==> src/rtl/ula_arbiter.sv <==
// Round-robin arbiter sharing one combinational ULA between two requesters.
// Registers operands/opcode into the ULA, captures its result and returns it tagged with the owner id.
module ula_arbiter #(
    parameter int unsigned WIDTH = 32,
    parameter int unsigned CNT_W = 16
) (
    input  logic             clk,
    input  logic             rst_n,
    input  logic             req0_valid,
    output logic             req0_ready,
    input  logic [WIDTH-1:0] req0_a,
    input  logic [WIDTH-1:0] req0_b,
    input  logic [7:0]       req0_op,
    input  logic             req1_valid,
    output logic             req1_ready,
    input  logic [WIDTH-1:0] req1_a,
    input  logic [WIDTH-1:0] req1_b,
    input  logic [7:0]       req1_op,
    output logic             rsp_valid,
    input  logic             rsp_ready,
    output logic             rsp_id,
    output logic [WIDTH-1:0] rsp_data,
    output logic             rsp_flag,
    output logic             rsp_err,
    output logic [WIDTH-1:0] ula_a,
    output logic [WIDTH-1:0] ula_b,
    output logic [7:0]       ula_opcode,
    input  logic [WIDTH-1:0] ula_out,
    input  logic             ula_flag,
    output logic             busy,
    output logic [CNT_W-1:0] op_count
);

    localparam logic [7:0] OP_IDLE = 8'h00;

    typedef enum logic [1:0] {
        IDLE  = 2'd0,
        ISSUE = 2'd1,
        RESP  = 2'd2
    } state_t;

    state_t           state;
    logic             last_grant;
    logic             gnt_id;
    logic             accept;
    logic [WIDTH-1:0] sel_a;
    logic [WIDTH-1:0] sel_b;
    logic [7:0]       sel_op;

    function automatic logic is_legal(input logic [7:0] op);
        logic ok;
        ok = (op[7:4] == 4'h3);
        case (op)
            8'h20, 8'h21, 8'h23, 8'h24, 8'h25, 8'h26, 8'h28, 8'h29: ok = 1'b1;
            default: ;
        endcase
        return ok;
    endfunction

    // Combinational grant: contention goes to the requester that did not win last.
    always_comb begin
        gnt_id     = req1_valid;
        if (req0_valid && req1_valid) begin
            gnt_id = ~last_grant;
        end
        req0_ready = (state == IDLE) && req0_valid && !gnt_id;
        req1_ready = (state == IDLE) && req1_valid && gnt_id;
        accept     = req0_ready || req1_ready;
        sel_a      = gnt_id ? req1_a  : req0_a;
        sel_b      = gnt_id ? req1_b  : req0_b;
        sel_op     = gnt_id ? req1_op : req0_op;
    end

    // Opcode returns to OP_IDLE outside ISSUE so every issue presents an opcode edge to the ULA.
    always_ff @(posedge clk or negedge rst_n) begin
        if (!rst_n) begin
            state      <= IDLE;
            last_grant <= 1'b1;
            ula_a      <= '0;
            ula_b      <= '0;
            ula_opcode <= OP_IDLE;
            rsp_valid  <= 1'b0;
            rsp_id     <= 1'b0;
            rsp_data   <= '0;
            rsp_flag   <= 1'b0;
            rsp_err    <= 1'b0;
            busy       <= 1'b0;
            op_count   <= '0;
        end else begin
            case (state)
                IDLE: begin
                    if (accept) begin
                        last_grant <= gnt_id;
                        rsp_id     <= gnt_id;
                        busy       <= 1'b1;
                        if (is_legal(sel_op)) begin
                            ula_a      <= sel_a;
                            ula_b      <= sel_b;
                            ula_opcode <= sel_op;
                            state      <= ISSUE;
                        end else begin
                            rsp_data  <= '0;
                            rsp_flag  <= 1'b0;
                            rsp_err   <= 1'b1;
                            rsp_valid <= 1'b1;
                            state     <= RESP;
                        end
                    end
                end
                ISSUE: begin
                    rsp_data   <= ula_out;
                    rsp_flag   <= ula_flag;
                    rsp_err    <= 1'b0;
                    rsp_valid  <= 1'b1;
                    ula_opcode <= OP_IDLE;
                    state      <= RESP;
                end
                RESP: begin
                    if (rsp_ready) begin
                        rsp_valid <= 1'b0;
                        busy      <= 1'b0;
                        op_count  <= op_count + CNT_W'(1);
                        state     <= IDLE;
                    end
                end
                default: begin
                    state      <= IDLE;
                    rsp_valid  <= 1'b0;
                    busy       <= 1'b0;
                    ula_opcode <= OP_IDLE;
                end
            endcase
        end
    end

endmodule

==> config.mk <==
export PLATFORM = sky130hd
export DESIGN_NAME = ula_arbiter
export DESIGN_NICKNAME = d
export VERILOG_FILES = /design/src/rtl/ula_arbiter.sv
export SDC_FILE = /design/constraint.sdc
export NUM_CORES = 1
export LEC_CHECK = 0
export ABC_AREA = 1
export ABC_CLOCK_PERIOD_IN_PS = 2000
export CAP_MARGIN = 15
export CORE_ASPECT_RATIO = 1.2
export CORE_UTILIZATION = 40
export CTS_CLUSTER_DIAMETER = 30
export DETAILED_ROUTE_END_ITERATION = 8
export PLACE_DENSITY = 0.77
export SLEW_MARGIN = 20
export SYNTH_ARGS = -nofsm -noshare
export SYNTH_HDL_FRONTEND = slang
export SYNTH_SLANG_ARGS = --single-unit
==> constraint.sdc <==
create_clock -name clk -period 2 [get_ports clk]
set_input_delay 0.4 -clock clk [delete_from_list [all_inputs] [get_ports clk]]
set_output_delay 0.4 -clock clk [all_outputs]
set_load 0.05 [all_outputs]
## After elaboration in Yosys (flattened, before gate mapping)

Index checks and enable logic that the tools add are counted.

- Add/sub/neg operators: 1
- $mul: 0
- Divide/modulo/power cells: 0
- Order comparisons: 0
- Eq/ne operators: 15
- Shift-type cells: 0
- Muxes and demuxes: 27
- Bitwise operators: 3
- Reduce and logical (&&, ||, !) cells: 18

Operators with widths:

| kind | count |
|---|---|
| $mux 32 | 4 |
| $eq 8x6->1 const B | 8 |
| $pmux 32 s2 | 1 |
| $mux 8 | 3 |
| $add 16x1->16 const B | 1 |
| $pmux 8 s2 | 1 |
| $reduce_and 3->1 | 5 |
| $mux 1 | 10 |
| $reduce_or 8->1 | 1 |
| $mux 2 | 3 |
| $ne 2x2->1 const B | 3 |
| $pmux 1 s3 | 2 |
| $pmux 2 s3 | 1 |
| $reduce_and 2->1 | 3 |
| $logic_and 1x1->1 | 5 |
| $eq 4x2->1 const B | 1 |
| $pmux 1 s2 | 2 |
| $not 1->1 | 3 |
| $eq 2x1->1 const B | 1 |
| $eq 2x2->1 const B | 1 |
| $logic_not 2->1 | 1 |
| $ne 2x1->1 const B | 1 |
| $reduce_bool 2->1 | 1 |
| $logic_not 1->1 | 1 |
| $logic_or 1x1->1 | 1 |

- Register bits: 128
- Bits in latches: 0
- RAM bits: 0
- Memory bits (read-only): 0
- Output and inout port bits: 127
- Word-level logic and storage cells: 76
- Memories: 0

## Longest topological paths before layout

Gate-level depths: netlist of the first run.

- Depth after elaboration: 11
- Mapped depth: 16
- Mapped depth without buffers: 13

## Worst setup path after synthesis of the first run

Ideal clock, no wire load.

- Path type: reg-to-reg
- From: reg last_grant
- To: reg rsp_err
- Setup time: 0.121 ns
- Data arrival time: 2.061 ns
- Setup slack: -0.182 ns
- Cell stages (with the launch flop): 13
- Path buffers: 1
- Path through: dfstp_2 -> nand2_2 -> nand2_2 -> inv_1 -> nor2_2 -> nor2_2 -> nand2_1 -> nand2_1 -> nor2_1 -> nand2_2 -> buf_2 -> nand2_1 -> nand2_1

- Elaborated cells on any way between the ends: 23
- Those cells by class: eq/ne: 11; mux: 5; bitwise: 1; reduce/logical: 6

RTL lines:

| element | RTL line | text |
|---|---|---|
| start, declared | 43 | `logic last_grant;` |
| start signal, assigned | 93 | `last_grant <= gnt_id;` |
| $not 1->1 | 64 | `gnt_id = ~last_grant;` |
| $mux 1 | 63 | `if (req0_valid && req1_valid) begin` |
| $logic_not 1->1 | 66 | `req0_ready = (state == IDLE) && req0_valid && !gnt_id;` |
| $logic_and 1x1->1 | 66 |  |
| via req0_ready | 10 | `output logic req0_ready,` |
| $logic_or 1x1->1 | 68 | `accept = req0_ready \|\| req1_ready;` |
| $ne 2x2->1 (no line) | n/a |  |
| $reduce_and 3->1 (no line) | n/a |  |
| end signal, assigned | 86 | `rsp_err <= 1'b0;` |
| end signal, assigned | 104 | `rsp_err <= 1'b1;` |
| end signal, assigned | 113 | `rsp_err <= 1'b0;` |
| end, declared | 24 | `output logic rsp_err,` |

The timed path passes the listed nets, and every way through them passes these cells. The select of a mux whose other input is x is not followed.
A chain may end at the register's enable or synchronous reset.

## Worst setup path in the final report of the first run

- From: reg last_grant
- To: out req0_ready

- Cells in the longest elaborated chain, start to end: 4

RTL lines:

| element | RTL line |
|---|---|
| $not 1->1 | 64 |
| $mux 1 | 63 |
| $logic_not 1->1 | 66 |
| $logic_and 1x1->1 | 66 |
| end, declared | 10 |

No other way between the ends.

==> results.sh, run 1 <==
export IMPL_ir_drop_uv=1110
export IMPL_synth_top_area_share_pct=53.5
export IMPL_relSlewSlack_pct=55.3
export IMPL_ctsHtreeMaxLevel=4
export IMPL_use_met3_pct=7.43
export IMPL_rr_worst_depth=16
export IMPL_synth_nets=979
export IMPL_yosys_cell_types_count=25
export IMPL_crit_path_max_incr_delay_ns=0.53
export IMPL_worstHoldPathType="reg -> reg"
export IMPL_area_growth_pct=76.1
export IMPL_clock_sinks=128
export IMPL_start_util_pct=41.2
export IMPL_ys_seq_area_share_pct=54.0
export IMPL_stdcell_count=1336
export IMPL_cts_inserted_buffers=17
export IMPL_core_rowCount=48
export IMPL_met2_usage_pct=44.5
export IMPL_fmax_ghz=0.484
export IMPL_die_x_um=113
export IMPL_violations="negative setup slack"
export IMPL_overflow=0
export IMPL_power_internal_uw=8240
export IMPL_clkSlewWorstSetupHoldPaths_ns=0.06
export IMPL_finish_instance_area_um2=10500
export IMPL_drt_pass1_iter_count=4
export IMPL_dieHeight_um=135
export IMPL_drc=0
export IMPL_required_ns=1.60
export IMPL_power_frac_seq_pct=26.9
export IMPL_critPathKind="reg -> out"
export IMPL_crit_cells=7
export IMPL_antenna_found_initial=3
export IMPL_synthArstFlopShare_pct=100
export IMPL_synth_top_area_cell="dfrtp_1"
export IMPL_met1_usage_pct=26.7
export IMPL_leakage_uw=0.00622
export IMPL_cp_slowest_cell="dfstp_2"
export IMPL_ios=309
export IMPL_grt_usage_pct=24.8
export IMPL_hold_ws_ns=0.461
export IMPL_synth_main_ff_cell="dfrtp_1"
export IMPL_grt_start_max_net_pins=65
export IMPL_critPathBufInv=4
export IMPL_yosys_top_cells_area="dfrtp_1 (54%), nand2_1 (35%), inv_1 (1.5%)"
export IMPL_setup_viol=38
export IMPL_drt_iter0_markers=261
export IMPL_post_route_period_util_pct=103
export IMPL_cp_cell_sequence="nand2_2 -> nand2_4 -> inv_2 -> buf_4 -> nor2_4 -> buf_6 -> buf_12"
export IMPL_crit_family="flip-flops"
export IMPL_min_period_ns=2.07
export IMPL_wl_per_cell_um=14.5
export IMPL_die_area_um2=15300
export IMPL_p_comb_share_pct=51.4
export IMPL_power_density_nw_per_um2=1450
export IMPL_num_vias=6148
export IMPL_clkPwrFrac_pct=21.7
export IMPL_synth_common_cells="nand2_1 (547), dfrtp_1 (127), inv_1 (23)"
export IMPL_status="finished, violations left"
export IMPL_io_buffers=308
export IMPL_crit_arrival_ns=1.67
export IMPL_viasPerCell=4.60
export IMPL_synthesis_area_um2=5940
export IMPL_tightest_slew_ns=0.671
export IMPL_drv_cap=0
export IMPL_cp_max_fo=7
export IMPL_hold_viol=0
export IMPL_fin_skew_ns=0.00915
export IMPL_synth_edf_count=0
export IMPL_routed_wl_mm=19.3
export IMPL_synth_most_common_cell="nand2_1"
export IMPL_cp_start_kind="flip-flop"
export IMPL_maxSlewViolCount=0
export IMPL_power_uw=15200
export IMPL_nNetsFinal=1331
export IMPL_end_kind="output port"
export IMPL_sw_frac_of_total_pct=45.8
export IMPL_syn_mean_instance_area_um2=7.46
export IMPL_place_detailed_hpwl_mm=13.9
export IMPL_rsz0062_at_grt="yes"
export IMPL_ant_nets=0
export IMPL_dpl_cell_area_um2=9450
export IMPL_syn_inst=796
export IMPL_yosysWarnings=0
export IMPL_dp_cells=1286
export IMPL_grt_busiest_layer="met2"
export IMPL_drive_gt1_share_pct=10.9
export IMPL_clk_latency_ns=0.41
export IMPL_core_area_um2=14400
export IMPL_switchingPower_uw=6970
export IMPL_clk_path_buf_depth=2
export IMPL_cts_tree="yes"
export IMPL_hold_depth=2
export IMPL_grt_pass1_vias=5964
export IMPL_cts_root_buffer="clkbuf_16"
export IMPL_grt_pass1_wl_mm=29.2
export IMPL_ys_seq_elements=128
export IMPL_gp_congestion=0.798
export IMPL_fin_ws_ns=-0.0651
## path summary, 6_finish.rpt
check | startpoint | endpoint | slack [ns]
hold / removal | ula_b[13]$_DFFE_PN0P_ | ula_b[13]$_DFFE_PN0P_ | 0.46
setup / recovery | last_grant$_DFFE_PN1P_ | req0_ready | -0.07
setup reg to reg | last_grant$_DFFE_PN1P_ | ula_a[24]$_DFFE_PN0P_ | -0.03
min in group asynchronous | rst_n | op_count[15]$_DFFE_PN0P_ | 0.49
max in group asynchronous | rst_n | op_count[2]$_DFFE_PN0P_ | 0.93
hold reg to reg | ula_b[13]$_DFFE_PN0P_ | ula_b[13]$_DFFE_PN0P_ | 0.46
## worst min-delay path, delay by kind of cell (launching register included)
family,cells,cell delay (ns)
flip-flops,1,0.34
AND/OR/NAND/NOR,2,0.09
## metal layers
metal  wire length [µm]  vias up
li1                   -     3096
met1               7420     2764
met2               9910      240
met3               1360       44
met4                627        4
met5                 25        -
## what timing repair did
item	CTS	global route
hold buffers	1	0
endpoints found under the hold margin	42	0
setup endpoints to repair	111	159
gates cloned	0	8
pin swaps	2	1
resized for setup	44	61
buffers inserted	6	3
## state kept, by name, indices dropped and copies added (netlist names)
register	flops
last_grant	1
ula_a	32
busy	1
rsp_valid	1
rsp_err	1
ula_b	32
op_count	16
ula_opcode	8
rsp_flag	1
rsp_data	32
state	2
rsp_id	1
## through the flow
| stage | setup WS (ns) | util (%) | setup TNS (ns) |
|---|---|---|---|
| 2_1_floorplan | 0.0127 | - | 0 |
| 3_3_place_gp | -0.426 | 65.5 | -38.33 |
| 3_5_place_dp | -0.512 | 65.5 | -44.42 |
| 4_1_cts | -0.0584 | 70.1 | -0.0588 |
| 5_1_grt | -0.168 | 72.5 | -11.28 |
| 6_report | -0.0651 | 72.5 | -0.389 |
## area by class of cell
type	count	area, µm²
Sequential cell	128	3200
Timing Repair Buffer	368	3820
Inverter	24	92.6
Antenna cell	1	2.50
Fill cell	1135	3960
Clock buffer	19	453
Clock inverter	12	181
Tap cell	175	219
Multi-Input combinational cell	609	2480
## power by group through the flow
stage	combinational (µW)	clock, µW	sequential [µW]
6_report	7810	3310	4090
5_1_grt	8260	3470	4210
4_1_cts	7780	3350	4100
3_5_place_dp	7880	0	4130
3_3_place_gp	7820	0	4090
2_1_floorplan	1580	0	7280
## cell usage in the layout, fill, tap and decap left out, types with 4 or more instances in the layout
master and instances:
buf_12 10, buf_4 53, buf_6 7, bufinv_16 4, clkbuf_16 22, clkdlybuf4s50_1 202
dfrtp_1 127, dlygate4sd2_1 39, dlymetal6s2s_1 50, inv_1 22, nand2_1 543, nand2_2 6
nand3_1 8, nand4_1 5, nor2_1 10, nor2_2 4, xnor2_1 6, xor2_1 9
## cell families (layout without fill, tap and decap cells)
| family | after synthesis | count (layout) | synth area share, % |
|---|---|---|---|
| compound gates | 5 | 5 | 0.422 |
| flops | 128 | 128 | 54.0 |
| other cells | 0 | 1 | 0 |
| buf+inv | 59 | 423 | 4.76 |
| xor+xnor | 15 | 15 | 2.21 |
| fa+ha+maj | 1 | 1 | 0.211 |
| simple gates | 588 | 588 | 38.4 |
Power figures use the tool's default switching activity.
==> inputs of run 2 (changes only) <==
--- a/config.mk
+++ b/config.mk
@@ -8,7 +8,6 @@
 export ABC_AREA = 1
 export ABC_CLOCK_PERIOD_IN_PS = 2000
 export CAP_MARGIN = 15
-export CORE_ASPECT_RATIO = 1.2
 export CORE_UTILIZATION = 40
 export CTS_CLUSTER_DIAMETER = 30
 export DETAILED_ROUTE_END_ITERATION = 8
==> run 2 against run 1 <==
- highest routed layer is now met4
- fmax is 3.1% higher
- largest cell class unchanged
- hold slack better by 0.0013 ns
- critical endpoint is now rsp_data[27]$_DFFE_PN0P_
- non-clock buffer count is 3 lower
- the flow still finishes with violations (negative setup slack)
==> results.sh, run 2 (synthesis gave the netlist of run 1 again) <==
export IMPL_status="finished, violations left"
export IMPL_violations="negative setup slack"
export IMPL_cts_inserted_buffers=17
export IMPL_fin_ws_ns=-0.00337
export IMPL_area_growth_pct=78.5
export IMPL_top_regs="rsp_data x32, ula_a x32, ula_b x32"
export IMPL_viasPerCell=4.62
export IMPL_wl_per_cell_um=14.5
export IMPL_clock_sinks=128
export IMPL_end_kind="flip-flop"
export IMPL_die_area_um2=15300
export IMPL_drive_gt1_share_pct=12.4
export IMPL_ctsHtreeMaxLevel=4
export IMPL_fill_cells=1135
export IMPL_drc=0
export IMPL_post_place_ws_ns=-0.516
export IMPL_num_vias=6217
export IMPL_min_period_ns=2.00
export IMPL_nNetsFinal=1329
export IMPL_crit_family="simple AND/OR/NAND/NOR gates"
export IMPL_post_route_util_pct=73.2
export IMPL_cp_cell_sequence="nand2_4 -> nand2_8 -> buf_6 -> nand2_1 -> nand2_2 -> nand2_1 -> nand2_1 -> nand3_2 -> buf_4 -> nand3_2 -> nand2_4 -> buf_12 -> nand2_1 -> nand2_1"
export IMPL_fmax_ghz=0.499
export IMPL_core_rowCount=44
export IMPL_final_common_cell="nand2_1"
export IMPL_gp_congestion=0.799
export IMPL_crit_path_max_incr_delay_ns=0.55
export IMPL_core_area_um2=14500
export IMPL_io_buffers=308
export IMPL_cp_slowest_cell="dfstp_2"
export IMPL_grt_start_max_net_pins=46
export IMPL_maxSlewViolCount=0
export IMPL_crit_arrival_ns=2.30
export IMPL_dpl_cell_area_um2=9450
export IMPL_ant_nets=0
export IMPL_post_route_period_util_pct=100
export IMPL_dieHeight_um=124
export IMPL_cts_root_buffer="clkbuf_16"
export IMPL_power_uw=15400
export IMPL_cts_tree="yes"
export IMPL_power_density_nw_per_um2=1450
export IMPL_finish_instance_area_um2=10600
export IMPL_critPathBufInv=3
export IMPL_place_detailed_hpwl_mm=13.7
export IMPL_clk_latency_ns=0.42
export IMPL_cp_start_kind="flip-flop"
export IMPL_antenna_found_initial=2
export IMPL_clkSlewWorstSetupHoldPaths_ns=0.06
export IMPL_worst_path_most_repeated_cell="nand2_1"
export IMPL_start_util_pct=41.0
export IMPL_drt_pass1_iter_count=4
export IMPL_routed_wl_mm=19.5
export IMPL_ios=309
export IMPL_fin_skew_ns=0.00702
export IMPL_drv_cap=0
export IMPL_grt_usage_pct=24.7
export IMPL_overflow=0
export IMPL_cp_max_fo=12
export IMPL_drt_iter0_markers=232
export IMPL_required_ns=2.30
export IMPL_rsz0062_at_grt="yes"
export IMPL_tightest_slew_ns=0.537
export IMPL_clk_path_buf_depth=2
export IMPL_ir_drop_uv=695
export IMPL_hold_ws_ns=0.462
export IMPL_final_cell_mix="nand2_1 (530), clkdlybuf4s50_1 (181), dfrtp_1 (127)"
export IMPL_critPathKind="reg -> reg"
export IMPL_setup_viol=2
export IMPL_hold_viol=0
export IMPL_worstHoldPathType="reg -> reg"
export IMPL_relSlewSlack_pct=64.2
export IMPL_grt_pass1_vias=5882
export IMPL_leakage_uw=0.00646
export IMPL_reg2reg_slack_ns=-0.003
export IMPL_grt_pass1_wl_mm=28.5
export IMPL_die_x_um=124
## run 2: cell type report
class,count,area [µm²],share of cell area (%)
diodes,2,5.00,0.0472
clock buffers,18,439,4.14
clock inverters,14,201,1.90
inverters,24,100,0.945
multi-input cells,609,2560,24.2
flip-flops and latches,128,3200,30.2
well taps,184,230,2.17
repair buffers,365,3850,36.3
repair inverters,1,6.26,0.0590
## run 2: path summary, 6_finish.rpt
kind                                            end              startpoint  cells after the start
setup / recovery           rsp_data[27]$_DFFE_PN0P_  last_grant$_DFFE_PN1P_                     14
hold / removal                ula_a[12]$_DFFE_PN0P_   ula_a[12]$_DFFE_PN0P_                      2
setup reg to reg           rsp_data[27]$_DFFE_PN0P_  last_grant$_DFFE_PN1P_                     14
hold reg to reg               ula_a[12]$_DFFE_PN0P_   ula_a[12]$_DFFE_PN0P_                      2
max in group asynchronous  rsp_data[27]$_DFFE_PN0P_                   rst_n                      3
min in group asynchronous   op_count[6]$_DFFE_PN0P_                   rst_n                      2
## run 2: worst register-to-register path: stages, from the launching register on
cell and delay (ns):
dfstp_2 0.55, nand2_4 0.07, nand2_8 0.10, buf_6 0.12, nand2_1 0.06, nand2_2 0.08
nand2_1 0.05, nand2_1 0.07, nand3_2 0.11, buf_4 0.16, nand3_2 0.10, nand2_4 0.11
buf_12 0.17, nand2_1 0.08, nand2_1 0.07
## run 2: report_power, final
group	internal (µW)	leakage, µW	switching [µW]
Sequential	3530	0.00166	559
Clock	2140	0.000314	1200
Combinational	2610	0.00448	5330
## run 2: what timing repair did
item,4_1_cts,5_1_grt
setup buffers,2,5
cloned,0,10
hold endpoints to repair,40,0
hold buffers,1,0
endpoints found under the setup margin,121,167
pin swaps,0,8
resized for setup,54,98
## run 2: metal layers
metal  vias to the layer above  routed length, µm  track usage [%]
li1                       3096                  -                -
met1                      2831               7520             27.2
met2                       250               9880             43.3
met3                        40               1580             7.55
met4                         0                535             11.2
met5                         -                  0                0
## run 2: through the flow
step                      setup TNS [ns]  instances
after floorplan                        0        796
after global placement            -37.84       1294
after detailed placement          -45.73       1294
after CTS                              0       1329
after global routing               -8.54       1345
final                           -0.00586       1345
==> patch: new RTL, settings of run 1 <==
Change the parameter `CNT_W` from 16 to 32.
--- a/src/rtl/ula_arbiter.sv
+++ b/src/rtl/ula_arbiter.sv
@@ -2,7 +2,7 @@
 // Registers operands/opcode into the ULA, captures its result and returns it tagged with the owner id.
 module ula_arbiter #(
     parameter int unsigned WIDTH = 32,
-    parameter int unsigned CNT_W = 16
+    parameter int unsigned CNT_W = 32
 ) (
     input  logic             clk,
     input  logic             rst_n,
Ports: changed (resized op_count); port bits go from 309 to 325. No check against the original RTL was run, so the function may have changed too.
==> patch against run 1 <==
- sequential cell count increased by 16
- area after synthesis increased by 15%
- setup slack worse by 0.076 ns
- via count rose by 16%
- the flow still finishes with violations (negative setup slack)
- wire length up 18%
- final area up 12%
- clock skew about the same
- critical endpoint is now req1_ready
- critical path type unchanged
- synthesized cell count is 15% higher
- sequential power is 6.1% higher
- first-iteration DRC count grew 33%
- cell count is 15% higher
- total power decreased by 2.1%
==> patch: results (changes against run 1) <==
The flow ran to the end, but the final reports show violations. The checks that failed: negative setup slack. The internal reg-to-reg setup slack came out at -0.13 ns (-0.10 ns). The initial antenna violation count came out at 0 (-3). The routed metal-1 wirelength came out at 8867 µm (+20%). The worst setup slack after layout is -0.1409 ns (-0.07588 ns). The post-detailed-placement half-perimeter wirelength came to 15710 µm (+13%).

The overall fraction of global-route tracks in use is 25.49% (+0.71 points). The number of diodes added for antenna fixing is 0 (-1). The fraction of the yosys area taken by sequential cells is 52.61% (-1.4 points). By area the synthesized netlist is led by sky130_fd_sc_hd__dfrtp_1 52%, sky130_fd_sc_hd__nand2_1 33%, sky130_fd_sc_hd__xnor2_1 2.3%. The fraction of layout cells with a size suffix above 1 is 15.06% (+4.2 points). The standard cell area after detailed placement is 10610 µm² (+12%).

The wire length of the first global-routing pass was 34850 µm (+19%). The area share of xor/xnor cells in the synthesized design came out at 3.835% (+1.6 points). The cell count of the worst reg-to-reg path is 13 (-3). The routing usage on met2 was 44.63% (+0.084 points). The maximum vdd drop came out at 762.6 µV (-32%). The count of endpoints failing setup in the final report is 71 (+87%). The remaining max-slew budget at the tightest pin was 61.91% (+6.6 points). The compound-gate portion of the synthesized area came out at 0.7305% (+0.31 points). The count of vias placed by the detailed router is 7146 (+16%). The met3 track utilization from global routing is 7.445% (+0.018 points). The path class of the lowest-slack min-delay path is in2async. The maximum fanout along the worst path came to 5 (-2).

The setup skew after layout came to 0.009092 ns (-0.00005770 ns). The routability-driven placement congestion ratio is 0.8447 (+5.8%). The endpoint identified for the worst register-to-register timing path is ula_b[19]. The post-place setup slack is -0.4991 ns (+0.01315 ns).

The number of nets in the layout came out at 1485 (+12%). The arrival time of data at the critical path endpoint came out at 1.74 ns (+0.07 ns). The aggregate negative setup slack is -6.506 ns (-6.117 ns). The met2 wire length is 11760 µm (+19%). The via count of the first global-routing pass came to 6957 (+17%). Routed signal wires occupy layers up through met4.

The fraction of met1 tracks used by global routing came out at 28.87% (+2.2 points). The total nets after synthesis came out at 1101 (+12%). The quantity of I/O buffers inserted on ports is 324 (+5.2%).

The count of distinct cell types in the synthesized netlist came out at 29 (+16%).
-- patch: area by class of cell --
cell class / instances / area (µm²)
Sequential cell: 144 / 3607
Multi-Input combinational cell: 706 / 3097
Timing Repair Buffer: 400 / 4076
Clock buffer: 18 / 439.2
Inverter: 33 / 131.4
Fill cell: 1431 / 5045
Clock inverter: 14 / 120.1
Tap cell: 216 / 270.3
-- patch: repair_timing --
action	in CTS	in global routing
endpoints found under the setup margin	155	157
pin swaps	2	16
buffers inserted	10	6
gates cloned	4	5
endpoints found under the hold margin	35	0
hold buffers	1	0
gates resized for setup	84	104
-- patch: report_power, final --
| part | internal (mW) | leakage [nW] | switching (mW) |
|---|---|---|---|
| sequential | 3.80 | 1.89 | 0.543 |
| combinational | 2.39 | 4.75 | 5.14 |
| clock | 1.66 | 0.269 | 1.36 |
-- patch: stage by stage --
stage	instances	hold WS (ns)
final	1531	0.4627
after global routing	1531	0.4869
after detailed placement	1476	0.3413
after CTS	1523	0.4659
after global placement	1476	0.3433
after floorplan	918	0.1044
